--- src/rtl/pe_frame_driver.sv ---
// Host-side frame driver for the background-removal pe: a sum pass, then a removal pass, results captured for readback.
// Optional running checksum of captured result pixels, built only when PE_DRV_CHECKSUM_EN is defined.
module pe_frame_driver #(
   parameter int NUM_PIXELS = 25,
   parameter int ADDR_W     = 5,
   parameter int TIMEOUT    = 255
) (
   input  logic              Clk,
   input  logic              Reset,
   input  logic              Go,
   input  logic              ld_we,
   input  logic [ADDR_W-1:0] ld_addr,
   input  logic [7:0]        ld_red,
   input  logic [7:0]        ld_green,
   input  logic [7:0]        ld_blue,
   input  logic [ADDR_W-1:0] rd_addr,
   output logic [7:0]        rd_red,
   output logic [7:0]        rd_green,
   output logic [7:0]        rd_blue,
   output logic [7:0]        pe_red,
   output logic [7:0]        pe_green,
   output logic [7:0]        pe_blue,
   output logic              pe_Start_Sum,
   output logic              pe_Start_BgRemoval,
   output logic              pe_Ack,
   input  logic              pe_done,
   input  logic [7:0]        pe_red_out,
   input  logic [7:0]        pe_green_out,
   input  logic [7:0]        pe_blue_out,
   output logic              Busy,
   output logic              Done,
   output logic              Error,
   output logic [15:0]       checksum
);

   typedef enum logic [3:0] {
      S_IDLE, S_SUM_ISSUE, S_SUM_WAIT, S_SUM_ACK,
      S_BG_ISSUE, S_BG_WAIT, S_BG_ACK, S_FRAME_DONE, S_ERR
   } state_t;

   localparam logic [ADDR_W-1:0] LAST_IDX   = ADDR_W'(NUM_PIXELS - 1);
   localparam logic [7:0]        TIMER_LAST = 8'(TIMEOUT - 1);

   state_t              state_q, state_d;
   logic [ADDR_W-1:0]   idx_q, idx_d;
   logic [7:0]          timer_q, timer_d;
   logic                error_q, error_d;
   logic [23:0]         rd_q, rd_d;
   logic                capture;
   logic [23:0]         in_buf_q  [NUM_PIXELS];
   logic [23:0]         res_buf_q [NUM_PIXELS];

   always_comb begin
      state_d = state_q;
      idx_d   = idx_q;
      timer_d = timer_q;
      error_d = error_q;
      capture = 1'b0;
      case (state_q)
         S_IDLE: begin
            if (Go) begin
               state_d = S_SUM_ISSUE;
               idx_d   = '0;
               error_d = 1'b0;
            end
         end
         S_SUM_ISSUE: begin
            timer_d = '0;
            state_d = S_SUM_WAIT;
         end
         S_SUM_WAIT: begin
            if (pe_done) begin
               state_d = S_SUM_ACK;
            end else begin
               timer_d = timer_q + 8'd1;
               if (timer_q == TIMER_LAST) begin
                  state_d = S_ERR;
                  error_d = 1'b1;
               end
            end
         end
         // Ack is held until the pe drops done, so a slow pe never sees a second start early.
         S_SUM_ACK: begin
            if (!pe_done) begin
               if (idx_q == LAST_IDX) begin
                  idx_d   = '0;
                  state_d = S_BG_ISSUE;
               end else begin
                  idx_d   = idx_q + ADDR_W'(1);
                  state_d = S_SUM_ISSUE;
               end
            end
         end
         S_BG_ISSUE: begin
            timer_d = '0;
            state_d = S_BG_WAIT;
         end
         S_BG_WAIT: begin
            if (pe_done) begin
               state_d = S_BG_ACK;
               capture = 1'b1;
            end else begin
               timer_d = timer_q + 8'd1;
               if (timer_q == TIMER_LAST) begin
                  state_d = S_ERR;
                  error_d = 1'b1;
               end
            end
         end
         S_BG_ACK: begin
            if (!pe_done) begin
               if (idx_q == LAST_IDX) begin
                  idx_d   = '0;
                  state_d = S_FRAME_DONE;
               end else begin
                  idx_d   = idx_q + ADDR_W'(1);
                  state_d = S_BG_ISSUE;
               end
            end
         end
         S_FRAME_DONE: if (!Go) state_d = S_IDLE;
         S_ERR:        if (!Go) state_d = S_IDLE;
         default:      state_d = S_IDLE;
      endcase
   end

   always_comb begin
      Busy               = 1'b0;
      pe_Start_Sum       = (state_q == S_SUM_ISSUE);
      pe_Start_BgRemoval = (state_q == S_BG_ISSUE);
      pe_Ack             = (state_q == S_SUM_ACK) || (state_q == S_BG_ACK);
      Done               = (state_q == S_FRAME_DONE);
      Error              = error_q;
      case (state_q)
         S_SUM_ISSUE, S_SUM_WAIT, S_SUM_ACK,
         S_BG_ISSUE, S_BG_WAIT, S_BG_ACK: Busy = 1'b1;
         default:                         Busy = 1'b0;
      endcase
      {pe_red, pe_green, pe_blue} = Busy ? in_buf_q[idx_q] : 24'd0;
      rd_d = (int'(rd_addr) < NUM_PIXELS) ? res_buf_q[rd_addr] : 24'd0;
      {rd_red, rd_green, rd_blue} = rd_q;
   end

   always_ff @(posedge Clk or negedge Reset) begin
      if (!Reset) begin
         state_q <= S_IDLE;
         idx_q   <= '0;
         timer_q <= '0;
         error_q <= 1'b0;
         rd_q    <= '0;
      end else begin
         state_q <= state_d;
         idx_q   <= idx_d;
         timer_q <= timer_d;
         error_q <= error_d;
         rd_q    <= rd_d;
      end
   end

   // Buffers hold frame data only and survive reset.
   always_ff @(posedge Clk) begin
      if (ld_we && (state_q == S_IDLE) && (int'(ld_addr) < NUM_PIXELS))
         in_buf_q[ld_addr] <= {ld_red, ld_green, ld_blue};
      if (capture)
         res_buf_q[idx_q] <= {pe_red_out, pe_green_out, pe_blue_out};
   end

`ifdef PE_DRV_CHECKSUM_EN
   logic [15:0] cksum_q, cksum_d;

   always_comb begin
      cksum_d = cksum_q;
      if ((state_q == S_IDLE) && Go)
         cksum_d = '0;
      else if (capture)
         cksum_d = cksum_q + 16'(pe_red_out) + 16'(pe_green_out) + 16'(pe_blue_out);
   end

   always_ff @(posedge Clk or negedge Reset) begin
      if (!Reset) cksum_q <= '0;
      else        cksum_q <= cksum_d;
   end

   assign checksum = cksum_q;
`else
   assign checksum = 16'd0;
`endif

endmodule

--- config.mk ---
export PLATFORM = sky130hd
export DESIGN_NAME = pe_frame_driver
export DESIGN_NICKNAME = d
export VERILOG_FILES = /design/src/rtl/pe_frame_driver.sv
export SDC_FILE = /design/constraint.sdc
export NUM_CORES = 1
export LEC_CHECK = 0
export CAP_MARGIN = 20
export CORE_MARGIN = 5
export CORE_UTILIZATION = 44
export CTS_CLUSTER_DIAMETER = 80
export CTS_CLUSTER_SIZE = 16
export DETAILED_ROUTE_END_ITERATION = 16
export PLACE_DENSITY = 0.71
export SYNTH_ARGS = -nofsm -noshare
export SYNTH_HDL_FRONTEND = slang
export SYNTH_SLANG_ARGS = --single-unit
--- constraint.sdc ---
create_clock -name Clk -period 5.75 [get_ports Clk]
set_clock_uncertainty 0.05 [all_clocks]
set_input_delay 1.15 -clock Clk [delete_from_list [all_inputs] [get_ports Clk]]
set_output_delay 1.15 -clock Clk [all_outputs]
set_load 0.02 [all_outputs]
Yosys cells after proc, flatten, opt, wreduce, memory -nomap -nowiden
Memories as Yosys holds them, arrays and structs flattened.
Index checks and enable logic that the tools add are counted.
Widths: inputs -> output; s select.
{"block": "op_classes", "n_addsub": 2, "n_lt_le_gt_ge": 2, "eq_ne": 17, "mux": 29, "reduce_logical": 16}
{"cell": "$mux 24", "count": 2}
{"cell": "$pmux 4 s8", "count": 1}
{"cell": "$mux 4", "count": 7}
{"cell": "$eq 4x3->1 const B", "count": 4}
{"cell": "$pmux 8 s2", "count": 1}
{"cell": "$mux 5", "count": 3}
{"cell": "$ne 2x2->1 const B", "count": 6}
{"cell": "$lt 5x5->1 const B", "count": 2}
{"cell": "$mux 1", "count": 10}
{"cell": "$pmux 5 s2", "count": 1}
{"cell": "$add 8x1->8 const B", "count": 1}
{"cell": "$eq 4x2->1 const B", "count": 2}
{"cell": "$eq 8x8->1 const B", "count": 1}
{"cell": "$mux 8", "count": 1}
{"cell": "$reduce_and 4->1", "count": 2}
{"cell": "$reduce_or 2->1", "count": 4}
{"cell": "$reduce_bool 2->1", "count": 3}
{"cell": "$reduce_or 6->1", "count": 1}
{"cell": "$add 5x1->5 const B", "count": 1}
{"cell": "$eq 5x5->1 const B", "count": 1}
{"cell": "$eq 4x1->1 const B", "count": 1}
{"cell": "$eq 4x4->1 const B", "count": 1}
{"cell": "$logic_not 4->1", "count": 1}
{"cell": "$mux 3", "count": 1}
{"cell": "7 further kinds", "count": 8}
{"block": "totals", "ff_bits": 42, "mem_bits_rw": 1200, "inputBits": 63, "mem_count": 2}
{"memory": "in_buf_q", "words": 25, "width": 24, "read_ports": 1, "rd_clocked_by_memory_dff": 0, "write_ports": 1, "line_no": "50", "source": "logic [23:0] in_buf_q [NUM_PIXELS];"}
{"memory": "res_buf_q", "words": 25, "width": 24, "read_ports": 1, "rd_clocked_by_memory_dff": 0, "write_ports": 1, "line_no": "51", "source": "logic [23:0] res_buf_q [NUM_PIXELS];"}

Longest topological paths before layout
Gate-level depths: netlist (run 1).
{"block": "depth", "ltp_word": 5, "mapped_depth": 12}

Worst setup path before layout (run 1)
No wires, ideal clock.
{"block": "synth_path", "path_kind": "register to register", "startpoint": "register idx_q[0]", "endpoint": "memory res_buf_q[24][0] (enable)", "setup_time_ns": 0.466, "arrival_ns": 3.984, "required_ns": 5.234, "setup_slack_ns": 1.250, "path_stages_with_launch": 10, "path_buffers": 5, "synth_period_minus_slack_ns": 4.500, "cell_sequence": "dfrtp_1 -> buf_2 -> buf_4 -> buf_4 -> buf_4 -> buf_4 -> inv_1 -> ha_1 -> nand4b_1 -> nor4_1"}
{"element": "from (decl)", "line_no": "45", "source": "logic [ADDR_W-1:0] idx_q, idx_d;"}
{"element": "from (signal assigned)", "line_no": "153", "source": "idx_q <= idx_d;"}
{"element": "to (decl)", "line_no": "51"}
No word-level cell before the write port.

Final worst setup path (run 1)
{"block": "layout_path", "startpoint": "register state_q[0]", "endpoint": "output port pe_green[3]"}
{"block": "layout_between", "elab_chain_len": 4, "word_cells_on_any_way": 9, "cone_classes": "6 x eq/ne; 2 x mux; 1 x reduce/logical"}
{"element": "from (decl)", "line_no": "44", "source": "state_t state_q, state_d;"}
{"element": "from (signal assigned)", "line_no": "152", "source": "state_q <= state_d;"}
{"element": "$eq 4x1->1, or another cell as far along", "line_no": "134", "source": "case (state_q)"}
{"element": "$reduce_or 6->1 *", "line_no": "134"}
{"element": "$mux 1 *", "line_no": "134"}
{"element": "$mux 24 *", "line_no": "139", "source": "{pe_red, pe_green, pe_blue} = Busy ? in_buf_q[idx_q] : 24'd0;"}
{"element": "to (decl)", "line_no": "21", "source": "output logic [7:0] pe_green,"}
Mark *: on every way between the ends. The rest lies on a longest branch, timed or not.

==> report_table.html, run 1 <==
<table>
<tr><th>Metric</th><th>Value</th></tr>
<tr><th colspan="2">Outcome</th></tr>
<tr><td>Outcome</td><td>complete, no violations</td></tr>
<tr><th colspan="2">Timing</th></tr>
<tr><td>Setup tns final</td><td>0 ps</td></tr>
<tr><td>Number of pins exceeding their max-slew limit in the final report</td><td>0</td></tr>
<tr><td>Fin crit share</td><td>92.0%</td></tr>
<tr><td>Setup repair after global routing missed its margin</td><td>no</td></tr>
<tr><td>Actual slew at the worst max-slew pin</td><td>1130 ps</td></tr>
<tr><td>Hold Fails Final Rpt</td><td>0</td></tr>
<tr><td>Rel. slew slack</td><td>24.5%</td></tr>
<tr><td>Clock period minus final worst setup slack</td><td>5290 ps</td></tr>
<tr><td>Finish-stage setup viols</td><td>0</td></tr>
<tr><td>Fmax</td><td>189 MHz</td></tr>
<tr><th colspan="2">Route</th></tr>
<tr><td>Final wirelength</td><td>107 mm</td></tr>
<tr><td>Via Count</td><td>23500</td></tr>
<tr><td>Iteration count of the initial detailed-routing pass</td><td>5</td></tr>
<tr><td>Number of design rule violations left after detail routing</td><td>0</td></tr>
<tr><td>WL per Instance</td><td>26.7 um</td></tr>
<tr><td>Mean number of vias per cell</td><td>5.88</td></tr>
<tr><td>Violation count after the first detailed-routing iteration</td><td>2449</td></tr>
<tr><td>Post-route ant nets</td><td>0</td></tr>
<tr><th colspan="2">Power and ir drop</th></tr>
<tr><td>Net switching power</td><td>4.76 mW</td></tr>
<tr><td>Comb pwr share</td><td>15.9%</td></tr>
<tr><td>Cell Int Power</td><td>14.2 mW</td></tr>
<tr><td>Leakage power figure</td><td>16.5 nW</td></tr>
<tr><td>Cell area power density</td><td>354 mW/mm2</td></tr>
<tr><td>Switching portion of total power</td><td>25.1%</td></tr>
<tr><td>Clk network pwr share</td><td>30.7%</td></tr>
<tr><td>Proportion of power drawn by flip-flops and latches</td><td>53.4%</td></tr>
<tr><td>Highest ir drop seen on vdd</td><td>0.409 mV</td></tr>
<tr><th colspan="2">Logic synthesis</th></tr>
<tr><td>Post-synthesis register bit count</td><td>1242</td></tr>
<tr><td>Flip-flop cell with the highest count after synthesis</td><td>sky130_fd_sc_hd__edfxtp_1</td></tr>
<tr><td>Sequential-to-total area share from yosys stat</td><td>77.2%</td></tr>
<tr><td>Proportion of netlist area held by the largest area contributor</td><td>75.0%</td></tr>
<tr><td>Number of flops mapped to enable cells by yosys</td><td>1200</td></tr>
<tr><td>Count leader, synth</td><td>sky130_fd_sc_hd__edfxtp_1</td></tr>
<tr><td>Top area cells in the synthesized netlist</td><td>sky130_fd_sc_hd__edfxtp_1, sky130_fd_sc_hd__mux4_2, sky130_fd_sc_hd__mux2i_1</td></tr>
<tr><td>Distinct cell type count of the synthesized netlist</td><td>76</td></tr>
<tr><td>Synth cell count leaders</td><td>sky130_fd_sc_hd__edfxtp_1, sky130_fd_sc_hd__mux2i_1, sky130_fd_sc_hd__mux4_2, sky130_fd_sc_hd__nor2_1, sky130_fd_sc_hd__nand2_1</td></tr>
<tr><td>Async set-reset flop share out of synthesis</td><td>3.38%</td></tr>
<tr><td>Yosys Warn Count</td><td>0</td></tr>
<tr><td>Synthesized area per cell</td><td>20.3 um2</td></tr>
<tr><td>Synthesized area</td><td>0.0481 mm2</td></tr>
<tr><td>Number of instances in the synthesized netlist</td><td>2367</td></tr>
<tr><td>Area leader, netlist</td><td>sky130_fd_sc_hd__edfxtp_1</td></tr>
<tr><th colspan="2">CTS</th></tr>
<tr><td>Count of hold-fix buffers inserted at cts</td><td>0</td></tr>
<tr><td>Source-to-sink clock delay at the later pin of the worst-skew pair</td><td>670 ps</td></tr>
<tr><td>Number of buffers added by the clock tree synthesis step</td><td>89</td></tr>
<tr><td>TritonCTS clock tree</td><td>built</td></tr>
<tr><td>Buffer cell driving the clock tree root</td><td>sky130_fd_sc_hd__clkbuf_16</td></tr>
<tr><td>Clock Sink Count</td><td>1242</td></tr>
<tr><td>Buffer count from post-CTS setup fixing</td><td>0</td></tr>
<tr><td>H-tree depth</td><td>3</td></tr>
<tr><td>Clock transition at the registers of the reported paths</td><td>70 ps</td></tr>
<tr><td>Number of gates resized after cts</td><td>0</td></tr>
<tr><td>Worst-case clock buffer depth</td><td>3</td></tr>
<tr><th colspan="2">Global route</th></tr>
<tr><td>GRT Total Usage</td><td>18.1%</td></tr>
<tr><td>Antenna violations before repair</td><td>5</td></tr>
<tr><td>Number of global-route vias before repair</td><td>24000</td></tr>
<tr><td>First-pass GRT wire length</td><td>158 mm</td></tr>
<tr><td>Pin count of the biggest net entering global routing</td><td>71</td></tr>
<tr><td>Total global routing overflow</td><td>0</td></tr>
<tr><th colspan="2">Critical path</th></tr>
<tr><td>Slowest Stage Delay on Critical Path</td><td>790 ps</td></tr>
<tr><td>Nature of the critical path startpoint</td><td>flop</td></tr>
<tr><td>Crit. End Element</td><td>output pin</td></tr>
<tr><td>Critical path class</td><td>flop to output pin</td></tr>
<tr><td>Series of cell instances along the critical path</td><td>nor3_1, a211o_1, buf_4, nor2_2, a221o_1, clkdlybuf4s50_1</td></tr>
<tr><td>Data required time at the worst endpoint</td><td>4550 ps</td></tr>
<tr><td>Buf+Inv Stages, Crit Path</td><td>2</td></tr>
<tr><td>Slowest library cell on the worst path</td><td>sky130_fd_sc_hd__dfrtp_1</td></tr>
<tr><td>Crit-path max FO</td><td>19</td></tr>
<tr><td>CP arrival</td><td>4090 ps</td></tr>
<tr><td>Crit path max-delay family</td><td>buffers and inverters</td></tr>
<tr><th colspan="2">Cells and area</th></tr>
<tr><td>Number of fillers in the final layout</td><td>8629</td></tr>
<tr><td>Final core utilization</td><td>49.4%</td></tr>
<tr><td>Layout cell share with drive strength beyond 1</td><td>19.0%</td></tr>
<tr><td>Layout area overhead</td><td>11.7%</td></tr>
<tr><td>Number of nets at the end of the flow</td><td>2594</td></tr>
<tr><th colspan="2">Floorplan</th></tr>
<tr><td>Die extent in x</td><td>340 um</td></tr>
<tr><td>Height of the chip</td><td>340 um</td></tr>
<tr><td>Area enclosed by the die boundary</td><td>0.116 mm2</td></tr>
<tr><td>Ports placed on the boundary</td><td>133</td></tr>
<tr><td>Effective utilization at floorplan</td><td>44.2%</td></tr>
<tr><td>Core region area</td><td>0.109 mm2</td></tr>
<tr><td>Placement Rows</td><td>121</td></tr>
<tr><th colspan="2">Place</th></tr>
<tr><td>Sum of net half-perimeters after detailed placement</td><td>61.4 mm</td></tr>
<tr><td>Routability cong.</td><td>0.792</td></tr>
<tr><td>Number of I/O port buffers</td><td>116</td></tr>
<tr><th colspan="2">Run</th></tr>
<tr><td>Reported max-cap violation count</td><td>0</td></tr>
<tr><th colspan="2">Min path</th></tr>
<tr><td>Worst min path class</td><td>flop to flop</td></tr>
</table>
[sequential cells by signal (all words and copies together), names as in the netlist]
register / count
timer_q: 8
idx_q: 5
Error: 1
state_q: 4
in_buf_q: 600
res_buf_q: 600
rd_q: 24
[area by class of cell]
class                   count  area (um2)  share of cell area (%)
multi-input cells         988       10400                    19.3
repair buffers            196        1870                    3.49
clock buffers             132        2410                    4.49
clock inverters             9         125                   0.233
diodes                      3        7.51                  0.0140
flip-flops and latches   1242       37100                    69.1
well taps                1414        1770                    3.30
inverters                   8        30.0                  0.0559
[metal layers]
layer	vias up	routed length (um)	global-route usage, %
met5	-	0	0
met4	0	2330	4.18
met3	150	7110	2.90
met2	912	55300	31.6
met1	12400	41800	24.0
li1	10000	-	-
[metrics by stage]
step	hold slack (ps)	power (mW)	std cells	worst slack, ps	cell area (um2)
finish	488	19.0	3992	462	53700
global route	508	19.7	3991	277	53700
CTS	493	19.1	3989	388	53700
detailed placement	479	13.4	3848	1100	51100
global placement	463	13.3	3848	1250	51100
floorplan	444	12.3	2382	1250	48100
[cells by family after synthesis]
family / share of synthesized area (%)
AOI/OAI and AO/OA: 4.18
xor gates and xnor gates: 0.107
adders and majority gates: 0.156
buffers and inverters: 1.69
DFF: 77.2
muxes: 14.1
other: 0.00780
and+or+nand+nor: 2.59
[power groups by stage]
stage                     logic, mW  registers (mW)  clock network [mW]
after global routing           3.19            10.2                6.33
final                          3.01            10.1                5.83
after global placement         2.95            10.3                   0
after detailed placement       3.02            10.3                   0
after floorplan                2.09            10.2                   0
after CTS                      3.04            10.1                5.95
[worst min-delay path, cell delays in order (launching register included)]
cell                      delay (ps)
sky130_fd_sc_hd__dfrtp_1         340
sky130_fd_sc_hd__nor2_1           50
sky130_fd_sc_hd__a21oi_1         100
[layout by cell type, fill, tap and decap left out, types with 4 or more instances in the layout]
| master | instances |
|---|---|
| sky130_fd_sc_hd__a211o_1 | 10 |
| sky130_fd_sc_hd__a211oi_1 | 16 |
| sky130_fd_sc_hd__a21oi_1 | 19 |
| sky130_fd_sc_hd__a221o_1 | 9 |
| sky130_fd_sc_hd__a221oi_1 | 34 |
| sky130_fd_sc_hd__a22o_1 | 24 |
| sky130_fd_sc_hd__a22oi_1 | 23 |
| sky130_fd_sc_hd__a31oi_1 | 12 |
| sky130_fd_sc_hd__and2_1 | 4 |
| sky130_fd_sc_hd__buf_12 | 10 |
| sky130_fd_sc_hd__buf_4 | 71 |
| sky130_fd_sc_hd__clkbuf_1 | 42 |
| sky130_fd_sc_hd__clkbuf_16 | 90 |
| sky130_fd_sc_hd__clkdlybuf4s50_1 | 111 |
| sky130_fd_sc_hd__conb_1 | 16 |
| sky130_fd_sc_hd__dfrtp_1 | 40 |
| sky130_fd_sc_hd__edfxtp_1 | 1200 |
| sky130_fd_sc_hd__ha_1 | 6 |
| sky130_fd_sc_hd__inv_1 | 7 |
| sky130_fd_sc_hd__mux2_2 | 46 |
| sky130_fd_sc_hd__mux2i_1 | 200 |
| sky130_fd_sc_hd__mux4_2 | 189 |
| sky130_fd_sc_hd__nand2_1 | 68 |
| sky130_fd_sc_hd__nand2b_1 | 7 |
| sky130_fd_sc_hd__nand3_1 | 23 |
| sky130_fd_sc_hd__nand4bb_1 | 4 |
| sky130_fd_sc_hd__nor2_1 | 32 |
| sky130_fd_sc_hd__nor2_2 | 47 |
| sky130_fd_sc_hd__nor2b_1 | 9 |
| sky130_fd_sc_hd__nor3_1 | 5 |
| sky130_fd_sc_hd__o211ai_1 | 5 |
| sky130_fd_sc_hd__o21ai_0 | 42 |
| sky130_fd_sc_hd__o21ai_1 | 18 |
| sky130_fd_sc_hd__o22a_1 | 9 |
| sky130_fd_sc_hd__o22ai_1 | 42 |
| sky130_fd_sc_hd__o31ai_1 | 5 |
| sky130_fd_sc_hd__or3_1 | 6 |
[path summary, 6_finish.rpt]
| check | start | endpoint | slack (ps) | cells past startpoint |
|---|---|---|---|---|
| worst max register to register | state_q[0] | in_buf_q[16][20] | 2240 | 6 |
| max in group asynchronous | Reset | idx_q[0] | 4500 | 2 |
| worst min register to register | Error | Error | 490 | 2 |
| worst min-delay path | Error | Error | 490 | 2 |
| worst max-delay path | state_q[0] | pe_green[3] | 460 | 6 |
| min in group asynchronous | Reset | rd_q[17] | 600 | 2 |
No activity file was read; power rests on OpenSTA's default activity.
==> run 2: changes to the inputs <==
HOLD_SLACK_MARGIN = 0.05   (was not set)
==> results of run 2 <==
Final layout, timing and power as in run 1 (identical DEF).
